===== config.mk =====
export PLATFORM = sky130hd
export DESIGN_NAME = carry_lookahead_adder_pipe
export DESIGN_NICKNAME = d
export VERILOG_FILES = /design/src/rtl/carry_lookahead_adder_pipe.sv
export SDC_FILE = /design/constraint.sdc
export NUM_CORES = 1
export LEC_CHECK = 0
export CAP_MARGIN = 20
export CORE_ASPECT_RATIO = 0.5
export CORE_MARGIN = 1.5
export CORE_UTILIZATION = 52
export CTS_CLUSTER_DIAMETER = 200
export CTS_CLUSTER_SIZE = 28
export DETAILED_ROUTE_END_ITERATION = 6
export MAX_ROUTING_LAYER = met4
export PLACE_DENSITY = 0.84
export SYNTH_ARGS = -nofsm -noshare
export SYNTH_HDL_FRONTEND = slang
export SYNTH_SLANG_ARGS = --single-unit

===== constraint.sdc =====
create_clock -name i_clk -period 3.3 [get_ports i_clk]
set_input_delay 0.66 -clock i_clk [delete_from_list [all_inputs] [get_ports i_clk]]
set_output_delay 0.66 -clock i_clk [all_outputs]
set_load 0.1 [all_outputs]

===== src/rtl/carry_lookahead_adder_pipe.sv =====
// -----------------------------------------------------------------------------
// carry_lookahead_adder_pipe
//   Pipelined carry-lookahead add/subtract unit with valid/ready streaming on
//   both sides. The lookahead (bit P/G -> group P/G -> group carries -> sum)
//   is evaluated in front of stage 0 and the result then travels through
//   G_STAGES register stages. The accept edge loads stage 0, so a result
//   crosses G_STAGES clock edges (the accept edge included) before o_valid
//   rises at the output of the last stage.
//
// Parameters
//   G_WIDTH   operand width (>= 2)
//   G_GROUP   bits per lookahead group (last group may be partial)
//   G_STAGES  number of pipeline register stages (1..4)
//
// Ports
//   i_clk, i_rst_n          clock, asynchronous active-low reset
//   i_valid / o_ready       operand handshake (o_ready is combinational)
//   i_add1, i_add2          operands A and B
//   i_carry                 carry-in, used in add mode only
//   i_sub                   1: A - B, 0: A + B + i_carry
//   o_valid / i_ready       result handshake
//   o_result                {carry_out, sum}
//   o_overflow              two's-complement overflow of the sum
//   o_txn_count             output transfer count, present only when
//                           CLA_ADDER_PIPE_STATS_EN is defined
// -----------------------------------------------------------------------------
module carry_lookahead_adder_pipe #(
    parameter int G_WIDTH  = 8,
    parameter int G_GROUP  = 4,
    parameter int G_STAGES = 2
) (
    input  logic               i_clk,
    input  logic               i_rst_n,
    input  logic               i_valid,
    output logic               o_ready,
    input  logic [G_WIDTH-1:0] i_add1,
    input  logic [G_WIDTH-1:0] i_add2,
    input  logic               i_carry,
    input  logic               i_sub,
    output logic               o_valid,
    input  logic               i_ready,
    output logic [G_WIDTH:0]   o_result,
    output logic               o_overflow
`ifdef CLA_ADDER_PIPE_STATS_EN
    ,
    output logic [15:0]        o_txn_count
`endif
);

    localparam int NG   = (G_WIDTH + G_GROUP - 1) / G_GROUP;
    localparam int LAST = G_STAGES - 1;

    // ------------------------------------------------------------------
    // Lookahead datapath
    // ------------------------------------------------------------------
    logic [G_WIDTH-1:0] b_eff;
    logic [G_WIDTH-1:0] bit_p;
    logic [G_WIDTH-1:0] bit_g;
    logic               cin;
    logic [NG-1:0]      grp_g;
    logic [NG-1:0]      grp_p;
    logic [NG:0]        grp_c;
    logic [G_WIDTH-1:0] sum_d;
    logic               ovf_d;
    logic               la_term;
    logic               la_prod;
    logic               bit_c;

    // Subtraction is A + ~B + 1, so the carry-in is forced high and i_carry
    // has no effect in that mode.
    assign b_eff = i_sub ? ~i_add2 : i_add2;
    assign cin   = i_sub | i_carry;
    assign bit_p = i_add1 ^ b_eff;
    assign bit_g = i_add1 & b_eff;

    always_comb begin
        grp_g   = '0;
        grp_p   = '1;
        grp_c   = '0;
        sum_d   = '0;
        la_term = 1'b0;
        la_prod = 1'b0;
        bit_c   = 1'b0;

        // Group generate/propagate, folded LSB to MSB within each group.
        for (int k = 0; k < G_WIDTH; k++) begin
            grp_g[k / G_GROUP] = bit_g[k] | (bit_p[k] & grp_g[k / G_GROUP]);
            grp_p[k / G_GROUP] = grp_p[k / G_GROUP] & bit_p[k];
        end

        // Second level: every group carry is a flat sum-of-products of the
        // lower groups' G/P terms and cin, so no carry ripples between groups.
        grp_c[0] = cin;
        for (int j = 0; j < NG; j++) begin
            la_term = grp_g[j];
            la_prod = grp_p[j];
            for (int m = j - 1; m >= 0; m--) begin
                la_term = la_term | (la_prod & grp_g[m]);
                la_prod = la_prod & grp_p[m];
            end
            grp_c[j + 1] = la_term | (la_prod & cin);
        end

        // Bit carries inside a group start from that group's lookahead carry.
        for (int k = 0; k < G_WIDTH; k++) begin
            if ((k % G_GROUP) == 0) begin
                bit_c = grp_c[k / G_GROUP];
            end
            sum_d[k] = bit_p[k] ^ bit_c;
            bit_c    = bit_g[k] | (bit_p[k] & bit_c);
        end
    end

    assign ovf_d = (i_add1[G_WIDTH-1] == b_eff[G_WIDTH-1]) &
                   (sum_d[G_WIDTH-1] != i_add1[G_WIDTH-1]);

    // ------------------------------------------------------------------
    // Pipeline with collapsing bubbles
    // ------------------------------------------------------------------
    logic [G_STAGES-1:0] v_q;
    logic [G_STAGES-1:0] load;
    logic [G_WIDTH:0]    res_q [G_STAGES];
    logic [G_STAGES-1:0] ovf_q;
    logic                rdy_en_q;
    logic                accept;

    // A stage can load if it is empty or if the stage after it moves on;
    // any empty stage therefore opens the path all the way to the input.
    always_comb begin
        load       = '0;
        load[LAST] = ~v_q[LAST] | i_ready;
        for (int s = LAST - 1; s >= 0; s--) begin
            load[s] = ~v_q[s] | load[s + 1];
        end
    end

    // rdy_en_q holds o_ready low during reset and for the release cycle.
    assign o_ready = rdy_en_q & load[0];
    assign accept  = i_valid & o_ready;

    always_ff @(posedge i_clk or negedge i_rst_n) begin
        if (!i_rst_n) begin
            rdy_en_q <= 1'b0;
            v_q      <= '0;
            ovf_q    <= '0;
            for (int s = 0; s < G_STAGES; s++) begin
                res_q[s] <= '0;
            end
        end else begin
            rdy_en_q <= 1'b1;
            if (load[0]) begin
                v_q[0] <= accept;
                if (accept) begin
                    res_q[0] <= {grp_c[NG], sum_d};
                    ovf_q[0] <= ovf_d;
                end
            end
            for (int s = 1; s < G_STAGES; s++) begin
                if (load[s]) begin
                    v_q[s] <= v_q[s - 1];
                    if (v_q[s - 1]) begin
                        res_q[s] <= res_q[s - 1];
                        ovf_q[s] <= ovf_q[s - 1];
                    end
                end
            end
        end
    end

    assign o_valid    = v_q[LAST];
    assign o_result   = res_q[LAST];
    assign o_overflow = ovf_q[LAST];

`ifdef CLA_ADDER_PIPE_STATS_EN
    logic [15:0] txn_q;

    always_ff @(posedge i_clk or negedge i_rst_n) begin
        if (!i_rst_n) begin
            txn_q <= '0;
        end else if (o_valid & i_ready) begin
            txn_q <= txn_q + 16'd1;
        end
    end

    assign o_txn_count = txn_q;
`endif

endmodule


Word level (Yosys, flattened, before mapping) --
Index checks and enable logic that the tools add are counted.
Storage, ports and cells: register bits after elaboration 23, bits of input ports 22, output and inout bits 12, word-level logic and storage cells 68
Cells by class: equal/unequal tests 2, muxes and demuxes 1, bitwise logic cells 56, reduce and logical (&&, ||, !) cells 2
Operators with widths (count):
- $and 1x1->1 | 25
- $or 1x1->1 | 18
- $and 8x8->8 | 1
- $mux 8 | 1
- $not 8->8 | 1
- $xor 1x1->1 | 8
- $xor 8x8->8 | 1
- $reduce_and 2->1 | 2
- $not 1->1 | 2
- $eq 1x1->1 | 1
- $ne 1x1->1 | 1

Logic depth before layout (Yosys ltp) --
Gate-level depths: netlist of the first run.
depth in word-level cells 19, depth in mapped cells 11

Least setup slack after synthesis of the first run --
Ideal clock, no wire load.
kind in2reg, start point input port i_sub, end point register ovf_q[0], setup time 95 ps, arrival 3018 ps, data required time 3205 ps, slack 187 ps, cell stages on the path 11, path buffers 1, cells stage by stage buf_6 -> xor2_1 -> ha_1 -> nand2_1 -> o21ai_2 -> a31oi_1 -> fa_1 -> fa_1 -> fa_1 -> xor2_1 -> o31ai_1
Between the ends: cells in the longest elaborated chain, start to end 18, elaborated cells between the ends (all ways) 25, classes of those cells eq/ne: 2; mux: 1; bitwise: 22
Ends and longest elaborated chain:
- from (decl) | line 39 | input logic i_sub,
- $mux 8 | line 71 | assign b_eff = i_sub ? ~i_add2 : i_add2;
- $xor 8x8->8 or $and 8x8->8 (tied branches) | line 73, 74
- $and 1x1->1 | line 87 | grp_g[k / G_GROUP] = bit_g[k] | (bit_p[k] & grp_g[k / G_GROUP]);
- $or 1x1->1 | line 87
- $and 1x1->1 | line 87
- $or 1x1->1 | line 87
- $and 1x1->1 | line 87
- $or 1x1->1 | line 87
- [2 not listed]
- $or 1x1->1 | line 110 | bit_c = bit_g[k] | (bit_p[k] & bit_c);
- $and 1x1->1 | line 110
- $or 1x1->1 | line 110
- $and 1x1->1 | line 110
- $or 1x1->1 | line 110
- $xor 1x1->1 | line 109 | sum_d[k] = bit_p[k] ^ bit_c;
- $ne 1x1->1 | line 115 | (sum_d[G_WIDTH-1] != i_add1[G_WIDTH-1]);
- $and 1x1->1 (*) | line 114 | assign ovf_d = (i_add1[G_WIDTH-1] == b_eff[G_WIDTH-1]) &
- to (signal assigned) | line 155 | ovf_q[0] <= ovf_d;
- to (signal, indexed assignment) | line 163 | ovf_q[s] <= ovf_q[s - 1];
- to (decl) | line 123 | logic [G_STAGES-1:0] ovf_q;
Mark *: on every way between the ends. The rest lies on a longest branch, timed or not. A chain may end at the register's enable or synchronous reset.

Worst setup path in the final report of the first run --
start point input port i_add2[1], end point register ovf_q[0]
Between the ends: cells in the longest elaborated chain, start to end 19, elaborated cells between the ends (all ways) 24, classes of those cells eq/ne: 1; mux: 1; bitwise: 22
Ends and longest elaborated chain:
- from (decl) | line 37 | input logic [G_WIDTH-1:0] i_add2,
- $not 8->8 | line 71
- $mux 8 (*) | line 71
- $xor 8x8->8 | line 73 | assign bit_p = i_add1 ^ b_eff;
- $and 1x1->1 | line 87
- $or 1x1->1 | line 87
- $and 1x1->1 | line 87
- $or 1x1->1 | line 87
- $and 1x1->1 | line 87
- [3 not listed]
- $or 1x1->1 (*) | line 110
- $and 1x1->1 (*) | line 110
- $or 1x1->1 (*) | line 110
- $and 1x1->1 (*) | line 110
- $or 1x1->1 (*) | line 110
- $xor 1x1->1 (*) | line 109
- $ne 1x1->1 (*) | line 115
- $and 1x1->1 (*) | line 114
Marks and branches as above.

==> results of run 1 <==
[Yosys cell counts]
| cell | number | area (um2) |
|---|---|---|
| a21o_2 | 1 | 8.76 |
| a21oi_1 | 3 | 15.0 |
| a31oi_1 | 1 | 6.26 |
| and2_1 | 1 | 6.26 |
| buf_2 | 1 | 5.00 |
| buf_4 | 10 | 75.1 |
| buf_6 | 1 | 11.3 |
| conb_1 | 1 | 3.75 |
| dfrtp_1 | 23 | 576 |
| fa_1 | 6 | 120 |
| ha_1 | 8 | 100 |
| inv_1 | 11 | 41.3 |
| mux2_1 | 1 | 11.3 |
| mux2_2 | 10 | 113 |
| mux2i_1 | 1 | 10.0 |
| nand2_1 | 11 | 41.3 |
| nand2_2 | 1 | 6.26 |
| nand2b_1 | 2 | 12.5 |
| nand3_1 | 1 | 5.00 |
| nand3b_1 | 1 | 7.51 |
| nand4_1 | 1 | 6.26 |
| nor2_4 | 1 | 11.3 |
| o21ai_0 | 8 | 40.0 |
| o21ai_2 | 1 | 8.76 |
| o31ai_1 | 2 | 15.0 |
| xnor2_1 | 1 | 8.76 |
| xor2_1 | 10 | 87.6 |
[path summary, 6_finish.rpt]
check	start	end	slack, ps	cells after the start
worst min-delay path	ovf_q[0]	ovf_q[0]	480	2
worst max-delay path	i_add2[1]	ovf_q[0]	100	11
min in group asynchronous	i_rst_n	o_result[0]	640	1
worst max register to register	v_q[0]	res_q[11]	1640	3
worst min register to register	ovf_q[0]	ovf_q[0]	480	2
max in group asynchronous	i_rst_n	res_q[15]	2280	2
[area by class of cell]
cell class              instances  share of cell area
multi-input cells              73               0.377
repair buffers                 39               0.212
inverters                      11              0.0240
clock buffers                   3              0.0240
clock inverters                 1             0.00291
well taps                      35              0.0255
flip-flops and latches         23               0.335
[metrics by stage]
step / util / TNS [ps]
6_report: 0.733 / 0
5_1_grt: 0.733 / 0
4_1_cts: 0.721 / 0
3_5_place_dp: 0.701 / -1030
3_3_place_gp: 0.701 / -867
2_1_floorplan: - / 0
[worst min-delay path: cells and delay by family (launching register included)]
kind | cells | cell delay, ps
AO/OA/AOI/OAI | 1 | 50
AND/OR/NAND/NOR | 1 | 50
flip-flops | 1 | 350
[where the power goes]
group	switching (mW)	internal, mW	total, mW
combinational	0.545	0.199	0.744
sequential	0.0485	0.373	0.421
clock	0.0879	0.0841	0.172
[kinds of logic after synthesis]
logic type	Yosys count
and+or+nand+nor	19
buffers and inverters	23
AOI/OAI and AO/OA	16
muxes	12
DFF	23
adders and majority gates	14
other	1
xor gates and xnor gates	11
[timing repair]
item / 4_1_cts / 5_1_grt
setup buffers: 0 / 0
setup endpoints to repair: 2 / 2
gates resized for setup: 1 / 1
cloned: 0 / 0
[flip-flops by register name, summed over array words and instances, names as in the netlist]
name	flops
rdy_en_q	1
res_q	9
o_result	9
v_q	2
ovf_q	2
[layer usage]
layer / track usage / up-vias / share of wire
met5: - / - / 0
li1: - / 440 / -
met4: 0.0682 / 0 / 0.0062
met1: 0.253 / 408 / 0.50
met3: 0.0234 / 2 / 0.034
met2: 0.299 / 22 / 0.46
==> run summary, run 1 <==
grt ovf - 0
post-route minimum period - 3200 ps
post-route ant nets - 0
Synth Warn # - 0
TritonRoute pass-1 iters - 4
Hold-fix buffers, CTS - 0
Power Total - 1.34 mW
vias - 872
fin worst setup slack - 102 ps
max-slew violations - 0
DR DRC count - 0
WL per Instance - 12.2 um
drt first-iter violations - 79
fill count - 187
syn nets - 155
Post-Syn Area - 1350 um2
detailed placer's ending HPWL - 1780 um
Design Area, Final - 1720 um2
dpl cells - 180
share of cells above drive strength 1 - 0.247
Synth Area in Simple Gates - 0.0712
initial core utilization - 0.577
Worst path max stage delay - 410 ps
combinational family with the most area after synthesis - adder cells
post-synthesis mux area share - 0.0990
initial antenna violation count - 0
Setup crit end kind - flop
Buffers & Inverters on Critical Path - 1
die footprint - 2930 um2
Clock Skew - 0.617 ps
Worst-Margin Slew - 668 ps
CP max-delay cell - clkdlybuf4s50_1
Top Family by Delay on Critical Path - adder cells
ant diodes - 0
Die Wd - 75.1 um
pre-CTS setup slack - -411 ps
number of I/O pins - 34
Synth Instances - 119
TritonCTS clock tree - yes
Routability Congestion - 0.721
final wirelength - 2270 um
CP cell instances - clkdlybuf4s50_1 > xor2_1 > ha_1 > nand2_1 > o21ai_2 > a31oi_1 > fa_1 > fa_1 > fa_2 > xor2_1 > o31ai_1
core area - 2340 um2
Setup-failing EPs final - 0
Max FO, Critical Path - 2
Max Clock Freq - 313 MHz
CP startpoint kind - input port
pin count of the biggest net entering global routing - 24
global-route wire length before repair - 3790 um
Syn Area/Cell - 11.4 um2
Finished Layout Cells - 185
Hold Crit Class - reg2reg
Yosys cell types - 27
Post-Synth Adder-Cell Area - 0.163
Storage cell area - 576 um2
status - finished clean
H-Tree Level Count - 1
Min Hold Slack - 484 ps
area growth from synthesis to layout - 27.0%
final period utilization - 0.969
compound-gate portion of the synthesized area - 0.0694
register bit total from synthesis - 23
register area share after synthesis - 0.426
RSZ-0062 raised after global routing - no
CTS sink count - 23
Setup Crit Path Kind - in2reg
commonest non-fill, non-tap cell in the layout - dfrtp_1
Pwr Density - 778 nW/um2
Core Rows - 12
CTS Root Cell - clkbuf_8
Max IR drop VDD - 0.000417 V
vias in the first global route - 848
Final #Nets - 187
All-Layer GR Usage - 0.188
commonest non-fill, non-tap cells in the layout - dfrtp_1, clkdlybuf4s50_1, buf_4, inv_1, nand2_1
vias per cell - 4.71
Placed Area - 1640 um2
CTS buffer count - 3
port bufs - 33
required time of the critical path - 3460 ps
area of the multi-input gates - 647 um2
Max Buffers Root-to-Sink - 2
Die Ht - 39.1 um
critical path data arrival time - 3360 ps
post-synthesis xor/xnor area fraction - 0.0712
Max-cap violations - 0
Fin. Hold Viols - 0
Clock transition at path regs - 80 ps
static leakage - 0.835 nW
Slew headroom - 0.553
Clk Latency, worst-skew pair - 260 ps
Power figures use the tool's default switching activity.
==> inputs of run 2 (changes only) <==
--- a/config.mk
+++ b/config.mk
@@ -6,14 +6,12 @@
 export NUM_CORES = 1
 export LEC_CHECK = 0
 export CAP_MARGIN = 20
-export CORE_ASPECT_RATIO = 0.5
-export CORE_MARGIN = 1.5
-export CORE_UTILIZATION = 52
+export CORE_UTILIZATION = 48
 export CTS_CLUSTER_DIAMETER = 200
 export CTS_CLUSTER_SIZE = 28
 export DETAILED_ROUTE_END_ITERATION = 6
 export MAX_ROUTING_LAYER = met4
-export PLACE_DENSITY = 0.84
+export PLACE_DENSITY = 0.78
 export SYNTH_ARGS = -nofsm -noshare
 export SYNTH_HDL_FRONTEND = slang
 export SYNTH_SLANG_ARGS = --single-unit
==> constraint.sdc (replaced) <==
create_clock -name i_clk -period 3.1 [get_ports i_clk]
set_input_delay 0.62 -clock i_clk [delete_from_list [all_inputs] [get_ports i_clk]]
set_output_delay 0.62 -clock i_clk [all_outputs]
set_load 0.1 [all_outputs]
==> run summary, run 2 (synthesis results as in run 1) <==
status - finished clean
Register-to-Register Path Depth - 3
post-route ant nets - 0
Die Wd - 55.1 um
commonest non-fill, non-tap cell in the layout - dfrtp_1
Max FO, Critical Path - 2
Max IR drop VDD - 0.000796 V
All-Layer GR Usage - 0.171
clock share of power - 0.097
pin count of the biggest net entering global routing - 24
Pwr Density - 784 nW/um2
hold path endpoint - res_q[16]
hold path depth - 2
final wirelength - 2460 um
net switching power - 0.727 mW
Placed Area - 1660 um2
vias - 921
TritonCTS clock tree - yes
Hold Crit Class - reg2reg
Gate power share - 0.584
Slew headroom - 0.551
Max Buffers Root-to-Sink - 2
Final #Nets - 190
static leakage - 0.883 nW
initial core utilization - 0.527
core area - 2570 um2
Worst path max stage delay - 430 ps
final period utilization - 0.953
Max Clock Freq - 338 MHz
Seq pwr share - 0.319
DR DRC count - 0
number of I/O pins - 34
RSZ-0062 raised after global routing - no
Max-cap violations - 0
TritonRoute pass-1 iters - 4
Core Rows - 18
vias in the first global route - 897
CTS buffer count - 3
Top Family by Delay on Critical Path - adder cells
most used cell along the critical path - fa_2
ant diodes - 0
Routability Congestion - 0.847
Design Area, Final - 1780 um2
CTS sink count - 23
CTS Root Cell - clkbuf_4
global-route wire length before repair - 3500 um
detailed placer's ending HPWL - 1880 um
area growth from synthesis to layout - 31.9%
Setup Crit Path Kind - in2reg
CP max-delay cell - clkdlybuf4s50_1
pre-CTS setup slack - -572 ps
CP cell instances - clkdlybuf4s50_1 > ha_1 > nand2_1 > o21ai_2 > a31oi_4 > fa_2 > fa_2 > fa_2 > xor2_1 > o31ai_1
Setup-failing EPs final - 0
die footprint - 3030 um2
drt first-iter violations - 3
reg2reg end - res_q[11]
commonest non-fill, non-tap cells in the layout - dfrtp_1, buf_4, clkdlybuf4s50_1, inv_1, nand2_1
Fin. Hold Viols - 0
FF-to-FF Start - v_q[1]
Clock transition at path regs - 120 ps
fin worst setup slack - 145 ps
WL per Instance - 13.5 um
initial antenna violation count - 0
register-to-register setup slack - 1430 ps
fill count - 202
H-Tree Level Count - 1
switching portion of total power - 0.520
Final Util - 0.695
critical path data arrival time - 3170 ps
required time of the critical path - 3320 ps
Worst-Margin Slew - 672 ps
CP startpoint kind - input port
Buffers & Inverters on Critical Path - 1
vias per cell - 5.03
grt ovf - 0
Hold-fix buffers, CTS - 0
Clock Skew - 5.69 ps
Clk Latency, worst-skew pair - 310 ps
port bufs - 33
max-slew violations - 0
share of cells above drive strength 1 - 0.301
setup tns final - 0 ps
Power Total - 1.40 mW
Power Internal - 0.672 mW
HP Start - res_q[16]
Die Ht - 55.1 um
post-route minimum period - 2950 ps
Setup crit end kind - flop
-- run 2: worst max-delay path by stage --
stage / from / endpoint / cells past startpoint
after floorplan: i_sub / ovf_q[0] / 11
after global placement: i_sub / ovf_q[0] / 11
after detailed placement: i_sub / ovf_q[0] / 11
after CTS: i_add2[1] / ovf_q[0] / 11
after global routing: i_add2[2] / ovf_q[0] / 10
final: i_add1[0] / ovf_q[0] / 10
-- run 2: worst reg2reg max path, delay by kind of cell (launching register included) --
kind | cells | cell delay [ps]
muxes | 1 | 510
and+or+nand+nor | 2 | 640
DFF | 1 | 420
-- run 2: cell type report --
class                   instances  area (um2)  area share
multi-input cells              73         694       0.389
flip-flops and latches         23         576       0.323
well taps                      30        37.5      0.0210
repair buffers                 42         409       0.229
inverters                      11        41.3      0.0231
clock buffers                   4        26.3      0.0147
-- run 2: per-stage QoR --
stage,instances,hold slack [ps]
floorplan,119,324
global placement,176,458
detailed placement,176,471
CTS,180,498
global route,183,496
finish,183,493
-- run 2: power by group through the flow --
stage / Combinational, mW / Clock, mW / Sequential, mW
2_1_floorplan: 0.650 / 0 / 0.480
3_3_place_gp: 0.774 / 0 / 0.446
3_5_place_dp: 0.791 / 0 / 0.455
4_1_cts: 0.794 / 0.138 / 0.448
5_1_grt: 0.857 / 0.145 / 0.458
6_report: 0.817 / 0.136 / 0.446
-- run 2: metal layers --
metal / share of wire / vias to the layer above / wire, um / global-route usage
li1: - / 445 / - / -
met1: 0.39 / 442 / 971 / 0.182
met2: 0.55 / 30 / 1350 / 0.311
met3: 0.039 / 4 / 96 / 0.00820
met4: 0.018 / 0 / 45 / 0.100
met5: 0 / - / 0 / -
-- run 2: repair_timing --
action                                  in CTS  in global routing
buffers inserted                             0                  2
cloned                                       0                  0
pin swaps                                    1                 11
resized for setup                            4                 12
endpoints found under the setup margin       3                  3
==> inputs of run 3 (changes only) <==
--- a/config.mk
+++ b/config.mk
@@ -5,13 +5,14 @@
 export SDC_FILE = /design/constraint.sdc
 export NUM_CORES = 1
 export LEC_CHECK = 0
+export ABC_AREA = 1
 export CAP_MARGIN = 20
-export CORE_UTILIZATION = 48
+export CORE_UTILIZATION = 49
 export CTS_CLUSTER_DIAMETER = 200
 export CTS_CLUSTER_SIZE = 28
 export DETAILED_ROUTE_END_ITERATION = 6
 export MAX_ROUTING_LAYER = met4
-export PLACE_DENSITY = 0.78
+export PLACE_DENSITY = 0.79
 export SYNTH_ARGS = -nofsm -noshare
 export SYNTH_HDL_FRONTEND = slang
 export SYNTH_SLANG_ARGS = --single-unit
==> run summary, run 3 <==
Post-Synth Adder-Cell Area - 0.152
EDFF count, synth - 0
share of the synthesized area in the top cell type - 0.398
commonest non-fill, non-tap cell in the layout - nand2_1
most numerous cell in the Yosys netlist - nand2_1
Clock Skew - 8.17 ps
Hold Crit Class - in2async
global-route wire length before repair - 3880 um
CP cell instances - clkdlybuf4s50_1 > ha_1 > nand2_1 > nor2_1 > a21oi_1 > nand2_2 > inv_2 > fa_2 > fa_2 > fa_2 > a21oi_2 > o21ai_1 > o21ai_1
Synth Instances - 142
number of I/O pins - 34
Setup-failing EPs final - 0
Fin. Hold Viols - 0
initial antenna violation count - 0
post-synthesis xor/xnor area fraction - 0.0605
Main synth FF type - dfrtp_1
Synth Warn # - 0
core area - 2780 um2
required time of the critical path - 3340 ps
detailed placer's ending HPWL - 1960 um
All-Layer GR Usage - 0.163
die footprint - 3180 um2
Top Family by Delay on Critical Path - adder cells
DR DRC count - 0
Synth Area in Simple Gates - 0.109
register area share after synthesis - 0.398
H-Tree Level Count - 1
syn nets - 178
commonest non-fill, non-tap cells in the layout - nand2_1, dfrtp_1, buf_4, inv_1, clkdlybuf4s50_1
Placed Area - 1800 um2
Post-Syn Area - 1450 um2
vias in the first global route - 921
CTS buffer count - 3
Register-to-Register Path Depth - 3
Yosys cell types - 23
vias per cell - 4.82
Syn Area/Cell - 10.2 um2
initial core utilization - 0.520
final period utilization - 0.983
Design Area, Final - 1870 um2
TritonCTS clock tree - yes
cell taking the most area after synthesis - dfrtp_1
CTS sink count - 23
Die Wd - 56.4 um
GRT Max-Usage Layer - met2
critical path data arrival time - 3290 ps
port bufs - 33
M3 GR Usage - 0.0161
compound-gate portion of the synthesized area - 0.0579
final wirelength - 2360 um
pin count of the biggest net entering global routing - 24
Core Rows - 19
share of cells above drive strength 1 - 0.314
post-route ant nets - 0
post-route minimum period - 3050 ps
area growth from synthesis to layout - 28.9%
drt first-iter violations - 13
Pwr Density - 745 nW/um2
Max IR drop VDD - 0.000680 V
register bit total from synthesis - 23
WL per Instance - 11.5 um
post-synthesis mux area share - 0.0882
setup tns final - 0 ps
Clock transition at path regs - 120 ps
Worst path max stage delay - 440 ps
status - finished clean
critical path depth - 13
Max Clock Freq - 328 MHz
Routability Congestion - 0.879
Setup Crit Path Kind - in2reg
top post-synthesis cells by count - nand2_1, dfrtp_1, inv_1, o21ai_0, buf_4
CP max-delay cell - clkdlybuf4s50_1
met2 Use GR - 0.276
ys async rst share - 1.00
ant diodes - 0
grt ovf - 0
combinational family with the most area after synthesis - adder cells
most used cell along the critical path - fa_2
Max FO, Critical Path - 3
Final #Nets - 212
Setup crit end kind - flop
Max Buffers Root-to-Sink - 2
Buffers & Inverters on Critical Path - 2
met1 global-route usage - 0.188
static leakage - 0.987 nW
CTS Root Cell - clkbuf_4
main area contributors after synthesis - dfrtp_1, fa_1, mux2_4, ha_1, nand2_1
Die Ht - 56.4 um
vias - 992
Max-cap violations - 0
Clk Latency, worst-skew pair - 310 ps
TritonRoute pass-1 iters - 4
CP startpoint kind - input port
max-slew violations - 0
run 3: worst paths after layout:
path,start,end,slack (ps)
min in group i_clk,res_q[11],res_q[11],500
max in group asynchronous,i_rst_n,res_q[12],2240
max,i_add1[0],ovf_q[0],50
min,i_rst_n,v_q[1],490
max reg2reg,v_q[1],o_result[3],1870
min reg2reg,res_q[11],res_q[11],500
run 3: layer usage:
metal,wire (um),vias up,share of wire
li1,-,494,-
met1,987,458,0.42
met2,1230,33,0.52
met3,78,7,0.033
met4,70,0,0.030
met5,0,-,0
run 3: per-stage QoR:
step	util	hold slack [ps]	cells	power, mW	setup WS [ps]
detailed placement	0.647	476	200	1.26	-662
global placement	0.647	455	200	1.24	-540
global route	0.671	473	206	1.46	-10.6
floorplan	-	324	142	1.15	-7.92
CTS	0.660	499	204	1.39	57.1
finish	0.671	493	206	1.39	52.7
run 3: kinds of logic (layout without fill, tap and decap cells):
family | Yosys count | in the layout
XOR/XNOR | 10 | 10
other | 1 | 1
buffers and inverters | 35 | 68
flip-flops | 23 | 23
AO/OA/AOI/OAI | 16 | 16
multiplexers | 9 | 9
AND/OR/NAND/NOR | 34 | 34
adder cells (fa/ha/maj) | 14 | 14
run 3: worst register-to-register path, stage by stage (launching register included):
cell and delay (ps):
dfrtp_1 400, nand2_2 90, nand2_2 270, mux2_2 370
run 3: power by group:
part / internal (mW) / leakage, nW / switching, mW
clock: 0.0504 / 0.0150 / 0.0838
combinational: 0.242 / 0.687 / 0.573
sequential: 0.390 / 0.285 / 0.0500
total: 0.682 / 0.987 / 0.707
run 3: repair_timing:
action / 4_1_cts / 5_1_grt
buffers inserted: 0 / 2
hold buffers: 0 / 0
resized for setup: 5 / 19
endpoints found under the setup margin: 3 / 2
pin swaps: 4 / 14
gates cloned: 0 / 0
run 3: area by class of cell:
type | instances | area, um2
Clock buffer | 4 | 26.3
Sequential cell | 23 | 576
Fill cell | 212 | 916
Timing Repair Buffer | 42 | 385
Tap cell | 31 | 38.8
Multi-Input combinational cell | 84 | 757
Inverter | 22 | 82.6
